File: config.mk
export PLATFORM = sky130hd
export DESIGN_NAME = miller_mod
export DESIGN_NICKNAME = d
export VERILOG_FILES = /design/src/rtl/miller_mod.sv
export SDC_FILE = /design/constraint.sdc
export NUM_CORES = 1
export LEC_CHECK = 0
export CORE_ASPECT_RATIO = 1.2
export CORE_MARGIN = 3
export CORE_UTILIZATION = 45
export DETAILED_ROUTE_END_ITERATION = 8
export PLACE_DENSITY = 0.66
export SLEW_MARGIN = 20
export SYNTH_ARGS = -nofsm -noshare
export SYNTH_HDL_FRONTEND = slang
export SYNTH_SLANG_ARGS = --single-unit
File: constraint.sdc
create_clock -name clk -period 4.76 [get_ports clk]
set_clock_uncertainty 0.2 [all_clocks]
set_input_delay 0.714 -clock clk [delete_from_list [all_inputs] [get_ports clk]]
set_output_delay 0.714 -clock clk [all_outputs]
set_load 0.01 [all_outputs]
File: src/rtl/miller_mod.sv
// Miller-M subcarrier encoder: serialises framed data bits into a backscatter level, appending a trailing dummy 1.
// Latency: first chip appears on out_data one cycle after the accepting edge; bits follow back-to-back.
// Backpressure: in_ready rises only in the final cycle of a non-last bit; a missing bit there is an underrun.
module miller_mod #(
    parameter int CHIP_CYC = 4
) (
    input  logic       clk,
    input  logic       rst,
    input  logic       in_enable,
    input  logic [1:0] m_sel,
    input  logic       in_valid,
    input  logic       in_data,
    input  logic       in_last,
    output logic       in_ready,
    output logic       out_data,
    output logic       out_busy,
    output logic       out_done,
    output logic       out_err
);
    typedef enum logic [1:0] {S_IDLE, S_BIT, S_DUMMY} state_t;

    localparam logic [7:0] CHIP_LAST = 8'(CHIP_CYC - 1);

    state_t     state_q;
    logic [7:0] chip_q;
    logic [3:0] k_q;
    logic [1:0] m_q;
    logic       level_q;
    logic       prev_bit_q;
    logic       cur_bit_q;
    logic       cur_last_q;
    logic       out_data_q;
    logic       out_busy_q;
    logic       out_done_q;
    logic       out_err_q;

    logic [3:0] k_mid;
    logic [3:0] k_max;
    logic [3:0] k_nx;
    logic       chip_end;
    logic       bit_end;
    logic       mid_lvl_d;
    logic       next_lvl_d;
    logic       start_lvl_d;

    // m_q holds log2(M)-1; the m_sel=11 alias is folded into M=8 when latched.
    always_comb begin
        case (m_q)
            2'd0:    begin k_mid = 4'd2; k_max = 4'd3;  end
            2'd1:    begin k_mid = 4'd4; k_max = 4'd7;  end
            default: begin k_mid = 4'd8; k_max = 4'd15; end
        endcase
    end

    assign k_nx     = k_q + 4'd1;
    assign chip_end = (chip_q == CHIP_LAST);
    assign bit_end  = chip_end && (k_q == k_max);

    // Next chip inside the same bit: a 1 flips the level at k=M.
    assign mid_lvl_d   = level_q ^ (cur_bit_q & (k_nx == k_mid));
    // First chip of a following bit: the finished bit becomes prev_bit, so a 0-0 boundary flips.
    assign next_lvl_d  = level_q ^ (~cur_bit_q & ~in_data);
    assign start_lvl_d = level_q ^ (~prev_bit_q & ~in_data);

    assign in_ready = in_enable & ~rst &
                      ((state_q == S_IDLE) | ((state_q == S_BIT) & bit_end & ~cur_last_q));

    always_ff @(posedge clk) begin
        if (rst || !in_enable) begin
            state_q    <= S_IDLE;
            chip_q     <= '0;
            k_q        <= '0;
            m_q        <= '0;
            level_q    <= 1'b0;
            prev_bit_q <= 1'b1;
            cur_bit_q  <= 1'b0;
            cur_last_q <= 1'b0;
            out_data_q <= 1'b0;
            out_busy_q <= 1'b0;
            out_done_q <= 1'b0;
            out_err_q  <= 1'b0;
        end else begin
            out_done_q <= 1'b0;
            out_err_q  <= 1'b0;
            case (state_q)
                S_IDLE: begin
                    if (in_valid && in_ready) begin
                        state_q    <= S_BIT;
                        m_q        <= (m_sel == 2'b11) ? 2'd2 : m_sel;
                        chip_q     <= '0;
                        k_q        <= '0;
                        cur_bit_q  <= in_data;
                        cur_last_q <= in_last;
                        level_q    <= start_lvl_d;
                        out_data_q <= start_lvl_d;
                        out_busy_q <= 1'b1;
                    end
                end
                default: begin
                    if (!chip_end) begin
                        chip_q <= chip_q + 8'd1;
                    end else begin
                        chip_q <= '0;
                        if (!bit_end) begin
                            k_q        <= k_nx;
                            level_q    <= mid_lvl_d;
                            out_data_q <= mid_lvl_d ^ k_nx[0];
                        end else begin
                            k_q        <= '0;
                            prev_bit_q <= cur_bit_q;
                            if ((state_q == S_BIT) && cur_last_q) begin
                                // Dummy 1 never flips at its start.
                                state_q    <= S_DUMMY;
                                cur_bit_q  <= 1'b1;
                                out_data_q <= level_q;
                            end else if ((state_q == S_BIT) && in_valid && in_ready) begin
                                cur_bit_q  <= in_data;
                                cur_last_q <= in_last;
                                level_q    <= next_lvl_d;
                                out_data_q <= next_lvl_d;
                            end else begin
                                state_q    <= S_IDLE;
                                level_q    <= 1'b0;
                                prev_bit_q <= 1'b1;
                                out_data_q <= 1'b0;
                                out_busy_q <= 1'b0;
                                if (state_q == S_DUMMY) begin
                                    out_done_q <= 1'b1;
                                end else begin
                                    out_err_q <= 1'b1;
                                end
                            end
                        end
                    end
                end
            endcase
        end
    end

    assign out_data = out_data_q;
    assign out_busy = out_busy_q;
    assign out_done = out_done_q;
    assign out_err  = out_err_q;

endmodule
# Word-level counts from Yosys, hierarchy flattened
# Cells that the tools add are included.
# totals
word_cells,113
regBits,24
# op_classes
reduce_logical,21
mux,47
bitwise,20
n_eq_ne,11
addsub,2
# op_table
operator,count
two-way mux 1 bit,31
two-way mux 8 bit,3
two-way mux 4 bit,4
one-hot mux 4 bit (2 select lines),2
two-way mux 2 bit,7
AND reduction 5 bit,2
adder 8 x 1 -> 8 bit (second input constant),1
== test 4 bit,2
== test 8 x 2 -> 1 bit (second input constant),1
NOT 1 bit,8
AND reduction 4 bit,2
bitwise AND 1 bit,7
nonzero test 2 bit,3
OR reduction 6 bit,1
logical AND 1 bit,5
adder 4 x 1 -> 4 bit (second input constant),1
== test 2 x 1 -> 1 bit (second input constant),2
== test 2 bit (second input constant),2
zero test 2 bit,2
inequality test 2 bit (second input constant),2
AND reduction 2 bit,2
XOR 1 bit,4
inequality test 3 bit (second input constant),1
AND reduction 3 bit,1
other kinds (5),5

# Logic depth before layout (Yosys ltp)
# Gate-level depths: netlist of run 1.
# depth
ltp_word,14
ltp_mapped,8

# Worst setup path after synthesis of run 1
# OpenSTA, ideal clock, no wires.
# synth_path
kind,reg-to-output
start,register k_q[0]
end,output port in_ready
t_required_ns,3.846
stages_incl_launch_ff,7
setup_slack_ns,2.220
t_arrival_ns,1.626
path_cell_list,dfxtp_1 > ha_1 > buf_2 > nor3b_1 > a21o_1 > nand3_1 > a211oi_1
# synth_between
elab_chain_cells,6
# synth_lines
element,line,source
"start, declared",26,logic [3:0] k_q;
"start signal, assigned",105,k_q <= k_nx;
== test 4 bit,57,assign bit_end = chip_end && (k_q == k_max);
logical AND 1 bit,57,
bitwise AND 1 bit (2 in a row),66,((state_q == S_IDLE) | ((state_q == S_BIT) & bit_end & ~cur_last_q));
bitwise OR 1 bit,66,
bitwise AND 1 bit,65,assign in_ready = in_enable & ~rst &
"end, declared",14,"output logic in_ready,"
# Every way passes these cells.

# Final worst setup path of run 1
# Same ends and word-level chain as after synthesis.

==> flow_summary_export.csv, run 1 <==
group,metric,value,unit
status,status,"completed",
floorplan,start_util,47.59,%
setup_path,reg2reg_depth,7,
setup_path,critPathMaxFanout,9,
logic_synthesis,synth_nets,200,
logic_synthesis,yosysUniqueCellTypes,52,
setup_path,worstSetupStartpoint,"k_q[0]",
routing,drt-total-wl,3.591,mm
logic_synthesis,ys_ff_latch,24,
clock_tree,path_clk_slew,130,ps
logic_synthesis,synth_top_family_by_area,"simple AND/OR/NAND/NOR gates",
routing,vias,1459,
timing,grt_setup_unrepaired,"no",
logic_synthesis,synth_mux_area_share,3.635,%
clock_tree,clkLatencyLatePin,320,ps
finish,finish.utilization,52.86,%
timing,worstMarginPinSlew,740.1,ps
logic_synthesis,synth-simple-area-share,32.71,%
setup_path,cp-endpoint,"in_ready",
setup_path,r2r_slack,2220,ps
routing,wl_met2,1.793,mm
floorplan,fp.dieH,68.83,microns
setup_path,path_cells,"ha_1, nor3b_1, a21o_1, nand3_1, a211oi_1, clkdlybuf4s50_1",
finish,areaGrowthSynthToFinish,11.07,%
setup_path,cp_num_cells,6,
routing,drt_iter0_markers,63,
logic_synthesis,synth_compound_area_share,23.67,%
setup_path,worstReg2RegStart,"k_q[0]",
logic_synthesis,async_flop_share,0,%
logic_synthesis,synth_ff_type,"dfxtp_1",
routing,drc,0,
clock_tree,cts_root_buf,"clkbuf_4",
logic_synthesis,ys_top_cells_by_area,"dfxtp_1, a21oi_1, nor2_1",
timing,min_period_over_period,75.46,%
finish,stdcell_area,1644,sq um
logic_synthesis,syn_inst,190,
global_route,grt.overflow.total,0,
floorplan,die_area,4016,sq um
routing,via_per_inst,6.262,
setup_path,critPathKind,"reg2out",
timing,hold_viol,0,
placed_design,hpwl,2.611,mm
pwr,vdd_drop_max,0.1318,mV
clock_tree,postCtsSetupBuffers,0,
timing,holdWs,322.3,ps
pwr,powerDensity,219.5,nW/um^2
placed_design,place.gp.congestion,0.8923,
hold_path,hold_class,"reg2reg",
setup_path,rr_endpoint,"level_q",
finish,drive_gt1_share,8.122,%
clock_tree,ctsResizeCount,0,
global_route,antenna_found_initial,0,
routing,dr.pass1.iters,6,
finish,nNetsFinal,208,
logic_synthesis,yosysWarnings,0,
timing,max_freq,0.2784,GHz
clock_tree,cts_sinks,24,
clock_tree,htreeDepth,1,
timing,fin_tns_setup,0,ps
floorplan,rows,22,
clock_tree,cts_tree,"yes",
routing,wl_met1,1.588,mm
timing,post-route-min-period,3592,ps
pwr,power.leakage,0.5593,nW
logic_synthesis,synth-seq-area-share,32.46,%
run,maxCapViolCount,0,
clock_tree,ctsHoldBuffers,0,
routing,wire_per_inst,15.41,microns
setup_path,arrival,2680,ps
timing,slew_viol_final,0,
setup_path,crit_slowest_cell,"clkdlybuf4s50_1",
floorplan,coreArea,3110,sq um
placed_design,pre_cts_ws,1545,ps
timing,layout_setup_ws,1168,ps
timing,setup_viol,0,
global_route,grt_pass1_wl,6.334,mm
global_route,grt_start_max_net_pins,23,
logic_synthesis,yosys.area.top_type,"dfxtp_1",
setup_path,cp_top_family,"buffers and inverters",
setup_path,worst-path-buf-inv,1,
setup_path,cp-end-kind,"primary output",
logic_synthesis,synth-xor-area-share,1.775,%
finish,antenna_cells,0,
placed_design,io_buffers,12,
logic_synthesis,syn_avg_cell_area,7.790,sq um
logic_synthesis,synth_edf_count,0,
logic_synthesis,syn-cell-area,1480,sq um
floorplan,dieWidth,58.36,microns
logic_synthesis,yosys.area_share.adder,1.691,%
global_route,grtUsageTotal,20.02,%
floorplan,ios,13,
logic_synthesis,synth_top_area_share,32.46,%
global_route,first_global_vias,1459,
setup_path,slowest_delay,580,ps
timing,max_slew_margin,50.48,%
clock_tree,numCtsBuffers,3,
routing,met3WireLength,160,microns
routing,antenna_left,0,
clock_tree,clk_path_buf_depth,2,
routing,top_layer,"met4",
placed_design,dpl_cell_area,1608,sq um
setup_path,critical_path_required,3850,ps
setup_path,start_kind,"flop",
[worst min-delay path by stage]
stage            from     end  slack, ps  cells past startpoint
3_3_place_gp   k_q[1]  k_q[1]        280                      2
5_1_grt        k_q[1]  k_q[1]        360                      2
2_1_floorplan  k_q[1]  k_q[1]        270                      2
4_1_cts        k_q[1]  k_q[1]        330                      2
3_5_place_dp   k_q[1]  k_q[1]        310                      2
6_report       k_q[1]  k_q[1]        320                      2
[worst min-delay path, delay by kind of cell (launching register included)]
family	cells	cell delay, ps
flip-flops	1	370
AND/OR/NAND/NOR	1	70
AO/OA/AOI/OAI	1	50
[report_power, final]
group / switching [mW] / internal, mW
Sequential: 0.00520 / 0.204
Combinational: 0.0255 / 0.0189
Clock: 0.0605 / 0.0468
[metrics by stage]
stage | instances | power [mW]
4_1_cts | 233 | 0.3662
6_report | 233 | 0.3608
3_3_place_gp | 229 | 0.2567
2_1_floorplan | 190 | 0.2405
5_1_grt | 233 | 0.3791
3_5_place_dp | 229 | 0.2572
[cell type report]
cell class | count | area [sq um]
Clock buffer | 4 | 36.28
Fill cell | 311 | 1466
Inverter | 4 | 15.01
Multi-Input combinational cell | 152 | 939.7
Sequential cell | 24 | 480.5
Tap cell | 36 | 45.04
Timing Repair Buffer | 13 | 127.6
[logic make-up after synthesis]
group           after synthesis
compound gates               55
mux                           5
xor+xnor                      3
buf+inv                      14
flops                        24
simple gates                 87
fa+ha+maj                     2
[routing by layer]
metal | global-route usage [%] | vias to the layer above
met4 | 7.246 | 0
met3 | 1.676 | 5
li1 | - | 724
met2 | 35.20 | 45
met1 | 25.45 | 685
met5 | 0 | -
[cell usage after synthesis (all sizes together) (4+ instances only)]
cell type   n
a21oi      24
nor2       25
buf         5
nand3b      5
o21ai       9
nand2      16
nor3        5
inv         4
and3        7
nor4        4
dfxtp      24
nand3       7
clkbuf      5
[cell usage in the layout (no fill, tap or decap), drive strengths merged, types with 3 or more instances in the layout]
cell type / Yosys / routed
a211oi: 3 / 3
a21oi: 24 / 24
a311oi: 3 / 3
and3: 7 / 7
clkbuf: 5 / 4
clkdlybuf4s50: 0 / 12
dfxtp: 24 / 24
inv: 4 / 4
mux2: 3 / 3
nand2: 16 / 16
nand3: 7 / 7
nand3b: 5 / 5
nor2: 25 / 25
nor3: 5 / 5
nor3b: 3 / 3
nor4: 4 / 4
o21ai: 9 / 9
xnor2: 3 / 3
[registers in the layout, indices dropped and copies added (netlist names)]
signal      flops
m_q             2
out_busy        1
out_done        1
state_q         2
cur_last_q      1
prev_bit_q      1
chip_q          8
cur_bit_q       1
out_err         1
k_q             4
level_q         1
out_data        1
Power figures use the tool's default switching activity.
==> run 2: changes to the inputs <==
clock period = 3.43 ns   (was 4.76 ns; I/O delays follow)
==> run 2 against run 1 <==
Net effect:
- global-route usage grew 0.38 points
- via count grew 0.14%
- wire length grew 0.50%
- first-iteration DRC count grew 62%
- critical endpoint unchanged
- largest power group unchanged
==> flow_summary_export.csv, run 2 (synthesis results as in run 1) <==
group,metric,value,unit
routing,wire_per_inst,15.42,microns
routing,antenna_left,0,
hold_path,hold_class,"reg2reg",
global_route,grtUsageTotal,20.40,%
pwr,power.switching,0.1297,mW
setup_path,path_cells,"ha_1, nor4b_4, and2_2, nand3_1, a211oi_1, clkdlybuf4s50_1",
routing,drc,0,
clock_tree,postCtsSetupBuffers,0,
finish,largest_reg_flops,8,
timing,post-route-min-period,3172,ps
global_route,grt_pass1_wl,6.479,mm
routing,drt-total-wl,3.609,mm
setup_path,slowest_delay,580,ps
floorplan,start_util,47.59,%
floorplan,ios,13,
routing,via_per_inst,6.244,
floorplan,coreArea,3110,sq um
floorplan,fp.dieH,68.83,microns
finish,layout_commonest_cell,"nor2_1",
clock_tree,ctsHoldBuffers,0,
setup_path,critical_path_required,2720,ps
setup_path,critPathKind,"reg2out",
finish,fill_cells,310,
global_route,antenna_found_initial,0,
timing,holdWs,326.1,ps
floorplan,rows,22,
routing,dr.pass1.iters,4,
placed_design,hpwl,2.676,mm
clock_tree,path_clk_slew,130,ps
pwr,sw_frac_of_total,25.70,%
clock_tree,cts_root_buf,"clkbuf_4",
floorplan,die_area,4016,sq um
timing,max_slew_margin,62.56,%
finish,multi_input_area,942.2,sq um
hold_path,hold_depth,2,
finish,seq_area,481.7,sq um
timing,worstMarginPinSlew,560.5,ps
clock_tree,htreeDepth,1,
setup_path,critPathMaxFanout,5,
finish,antenna_cells,0,
timing,fin_tns_setup,0,ps
finish,areaGrowthSynthToFinish,11.83,%
pwr,internal_power,0.3749,mW
clock_tree,clk_path_buf_depth,2,
finish,largest-register,"chip_q",
routing,vias,1461,
hold_path,hp-start,"k_q[1]",
routing,drt_iter0_markers,102,
pwr,powerDensity,304.8,nW/um^2
global_route,first_global_vias,1485,
timing,setup_viol,0,
finish,reg_top3,"chip_q (8), k_q (4)",
finish,drive_gt1_share,9.596,%
status,status,"completed",
finish,finish.utilization,53.22,%
setup_path,start_kind,"flop",
pwr,p_clk_share,30.0,%
setup_path,arrival,2460,ps
setup_path,cp_top_family,"simple AND/OR/NAND/NOR gates",
setup_path,cp-end-kind,"primary output",
global_route,grt_start_max_net_pins,23,
setup_path,worst-path-buf-inv,1,
placed_design,place.gp.congestion,0.8904,
setup_path,rr_endpoint,"level_q",
pwr,power.leakage,0.5609,nW
hold_path,worstHoldEndpoint,"k_q[1]",
finish,nNetsFinal,209,
timing,slew_viol_final,0,
finish,final_cell_mix,"nor2_1, a21oi_1, dfxtp_1",
pwr,p_comb_share,12.5,%
timing,grt_setup_unrepaired,"no",
timing,min_period_over_period,92.48,%
setup_path,reg2reg_depth,7,
pwr,seq_power_share,57.5,%
timing,max_freq,0.3153,GHz
global_route,grt.overflow.total,0,
setup_path,crit_slowest_cell,"clkdlybuf4s50_1",
clock_tree,cts_tree,"yes",
pwr,vdd_drop_max,0.2202,mV
timing,hold_viol,0,
setup_path,r2r_slack,1080,ps
clock_tree,cts_sinks,24,
placed_design,io_buffers,12,
floorplan,dieWidth,58.36,microns
clock_tree,clkLatencyLatePin,320,ps
clock_tree,numCtsBuffers,3,
clock_tree,ctsResizeCount,0,
setup_path,worstReg2RegStart,"chip_q[0]",
run,maxCapViolCount,0,
[run 2: cell types whose count changed in the layout (fill, tap and decap cells not counted)]
| cell | previous run | this run |
|---|---|---|
| buf_4 | 1 | 2 |
| dfxtp_1 | 24 | 23 |
| dfxtp_2 | 0 | 1 |
| ha_1 | 2 | 1 |
| ha_2 | 0 | 1 |
[run 2: power by group through the flow]
stage               Sequential [mW]  Clock [mW]  Combinational (mW)
floorplan                     0.293           0              0.0409
global placement              0.296           0              0.0610
detailed placement            0.296           0              0.0628
CTS                           0.290       0.159              0.0630
global route                  0.291       0.165              0.0704
finish                        0.290       0.151              0.0630
[run 2: layout make-up]
type / instances / share of cell area, %
clock buffer: 4 / 2.192
inverter: 4 / 0.9070
multi-input combinational: 152 / 56.92
sequential: 24 / 29.10
tap: 36 / 2.721
timing repair buffer: 14 / 8.163
[run 2: metrics by stage]
stage / total power, mW / area [sq um] / instances / setup slack, ps
2_1_floorplan: 0.3338 / 1480 / 190 / 1090
3_3_place_gp: 0.3568 / 1615 / 230 / 545.8
3_5_place_dp: 0.3591 / 1615 / 230 / 490.4
4_1_cts: 0.5124 / 1652 / 234 / 131.8
5_1_grt: 0.5267 / 1655 / 234 / 70.11
6_report: 0.5046 / 1655 / 234 / 258.1
[run 2: tightest hold or removal path, delay by kind of cell, from the launching register on]
kind,cells,cell delay [ps]
AO/OA/AOI/OAI,1,50
flip-flops,1,380
AND/OR/NAND/NOR,1,70
[run 2: worst max path at each step]
| stage | startpoint | endpoint | slack [ps] | depth (start not counted) |
|---|---|---|---|---|
| 3_3_place_gp | k_q[0] | in_ready | 550 | 6 |
| 6_report | chip_q[0] | in_ready | 260 | 6 |
| 5_1_grt | k_q[1] | in_ready | 70 | 6 |
| 2_1_floorplan | k_q[0] | in_ready | 1090 | 6 |
| 3_5_place_dp | k_q[0] | in_ready | 490 | 6 |
| 4_1_cts | k_q[0] | in_ready | 130 | 6 |
[run 2: layer usage]
layer	global-route usage [%]	share of wire, %	vias to the layer above	wire (microns)
li1	-	-	723	-
met1	24.27	46	696	1653
met2	36.17	49	35	1782
met3	2.793	3.3	7	119
met4	9.275	1.5	0	54
met5	0	0	-	0
==> run 3: changes to the inputs <==
CTS_BUF_LIST = sky130_fd_sc_hd__clkbuf_8   (was unset)
==> run 3 against run 2 <==
Net effect:
- critical path depth unchanged
- sequential cell count unchanged
- largest power group unchanged
- critical endpoint unchanged
- combinational power increased by 0.8%
- hold slack worse by 3.7 ps
- via count up 0.55%
- critical path type unchanged
- wire length rose by 2.1%
==> flow_summary_export.csv, run 3 (synthesis results as in run 1) <==
group,metric,value,unit
floorplan,die_area,4016,sq um
timing,post-route-min-period,3181,ps
clock_tree,postCtsSetupBuffers,0,
global_route,first_global_vias,1512,
finish,nNetsFinal,209,
timing,worstMarginPinSlew,548.4,ps
setup_path,path_cells,"ha_2, nor3b_1, a21o_1, nand3_1, a211oi_1, clkdlybuf4s50_1",
routing,dr.pass1.iters,4,
pwr,vdd_drop_max,0.2019,mV
routing,antenna_left,0,
finish,final_cell_mix,"nor2_1, dfxtp_1, a21oi_1",
setup_path,critPathMaxFanout,9,
clock_tree,path_clk_slew,80,ps
clock_tree,numCtsBuffers,3,
clock_tree,cts_sinks,24,
floorplan,dieWidth,58.36,microns
setup_path,critical_path_required,2720,ps
hold_path,hold_depth,2,
routing,drt-total-wl,3.685,mm
clock_tree,clk_path_buf_depth,2,
clock_tree,clkLatencyLatePin,270,ps
floorplan,start_util,47.59,%
finish,reg_top3,"chip_q (8), k_q (4)",
hold_path,hp-start,"k_q[1]",
timing,slew_viol_final,0,
setup_path,crit_slowest_cell,"clkdlybuf4s50_1",
run,maxCapViolCount,0,
placed_design,dpl_cell_area,1615,sq um
setup_path,reg2reg_depth,7,
finish,stdcell_area,1673,sq um
status,status,"completed",
setup_path,critPathKind,"reg2out",
pwr,powerDensity,327.4,nW/um^2
global_route,grtUsageTotal,21.03,%
timing,hold_viol,0,
global_route,antenna_found_initial,0,
timing,max_slew_margin,63.37,%
timing,fin_tns_setup,0,ps
clock_tree,cts_tree,"yes",
global_route,grt_pass1_wl,6.603,mm
finish,largest_reg_flops,8,
setup_path,r2r_slack,1030,ps
timing,grt_setup_unrepaired,"no",
placed_design,place.gp.congestion,0.8904,
routing,via_per_inst,6.278,
global_route,grt.overflow.total,0,
finish,drive_gt1_share,9.091,%
clock_tree,htreeDepth,1,
clock_tree,cts_root_buf,"clkbuf_8",
hold_path,worstHoldEndpoint,"k_q[1]",
floorplan,fp.dieH,68.83,microns
setup_path,arrival,2470,ps
timing,setup_viol,0,
setup_path,worstReg2RegStart,"k_q[0]",
setup_path,slowest_delay,580,ps
timing,min_period_over_period,92.74,%
floorplan,coreArea,3110,sq um
finish,layout_commonest_cell,"nor2_1",
global_route,grt_start_max_net_pins,23,
routing,drt_iter0_markers,105,
setup_path,cp-end-kind,"primary output",
floorplan,rows,22,
placed_design,io_buffers,12,
setup_path,rr_endpoint,"level_q",
clock_tree,ctsHoldBuffers,0,
placed_design,hpwl,2.676,mm
finish,largest-register,"chip_q",
finish,antenna_cells,0,
clock_tree,ctsResizeCount,0,
floorplan,ios,13,
routing,vias,1469,
routing,wire_per_inst,15.75,microns
setup_path,start_kind,"flop",
timing,max_freq,0.3144,GHz
routing,drc,0,
finish,areaGrowthSynthToFinish,13.02,%
pwr,power.leakage,0.5682,nW
hold_path,hold_class,"reg2reg",
## run 3: per-layer routing
layer / routed length (microns) / up-vias / part of all wire, % / global-route usage, %
li1: - / 724 / - / -
met1: 1659 / 698 / 45 / 24.72
met2: 1807 / 36 / 49 / 36.03
met3: 125 / 11 / 3.4 / 3.538
met4: 91 / 0 / 2.5 / 11.88
met5: 0 / - / 0 / 0
## run 3: worst max-delay path: cells and delay by family (launching register included)
kind,cells,cell delay (ps)
flip-flops,1,470
AND/OR/NAND/NOR,2,350
AO/OA/AOI/OAI,2,480
buffers and inverters,1,580
adder cells (fa/ha/maj),1,310
## run 3: layout make-up
class	instances	area [sq um]
Fill cell	308	1438
Timing Repair Buffer	14	135.1
Sequential cell	24	480.5
Multi-Input combinational cell	152	942.2
Inverter	4	15.01
Tap cell	36	45.04
Clock buffer	4	55.05
## run 3: worst max-delay path by stage
stage               cells past startpoint  slack [ps]        to  startpoint
floorplan                               6        1090  in_ready      k_q[0]
global placement                        6         550  in_ready      k_q[0]
detailed placement                      6         490  in_ready      k_q[0]
CTS                                     6         200  in_ready      k_q[0]
global route                            6          60  in_ready      k_q[0]
finish                                  6         250  in_ready      k_q[0]
## run 3: stage by stage
step	setup WS, ps	utilization, %	power, mW	instances	hold WS [ps]
6_report	248.9	53.78	0.5477	234	322.4
5_1_grt	64.59	53.78	0.5726	234	364.0
4_1_cts	198.2	53.70	0.5543	234	316.2
3_5_place_dp	490.4	51.93	0.3591	230	299.5
3_3_place_gp	545.8	51.93	0.3568	230	286.3
2_1_floorplan	1090	-	0.3338	190	266.2
## run 3: power breakdown
| group | total, mW | switching (mW) | internal [mW] |
|---|---|---|---|
| combinational | 0.0635 | 0.0365 | 0.0270 |
| sequential | 0.290 | 0.00714 | 0.283 |
| clock | 0.195 | 0.0919 | 0.103 |
| total | 0.548 | 0.136 | 0.412 |
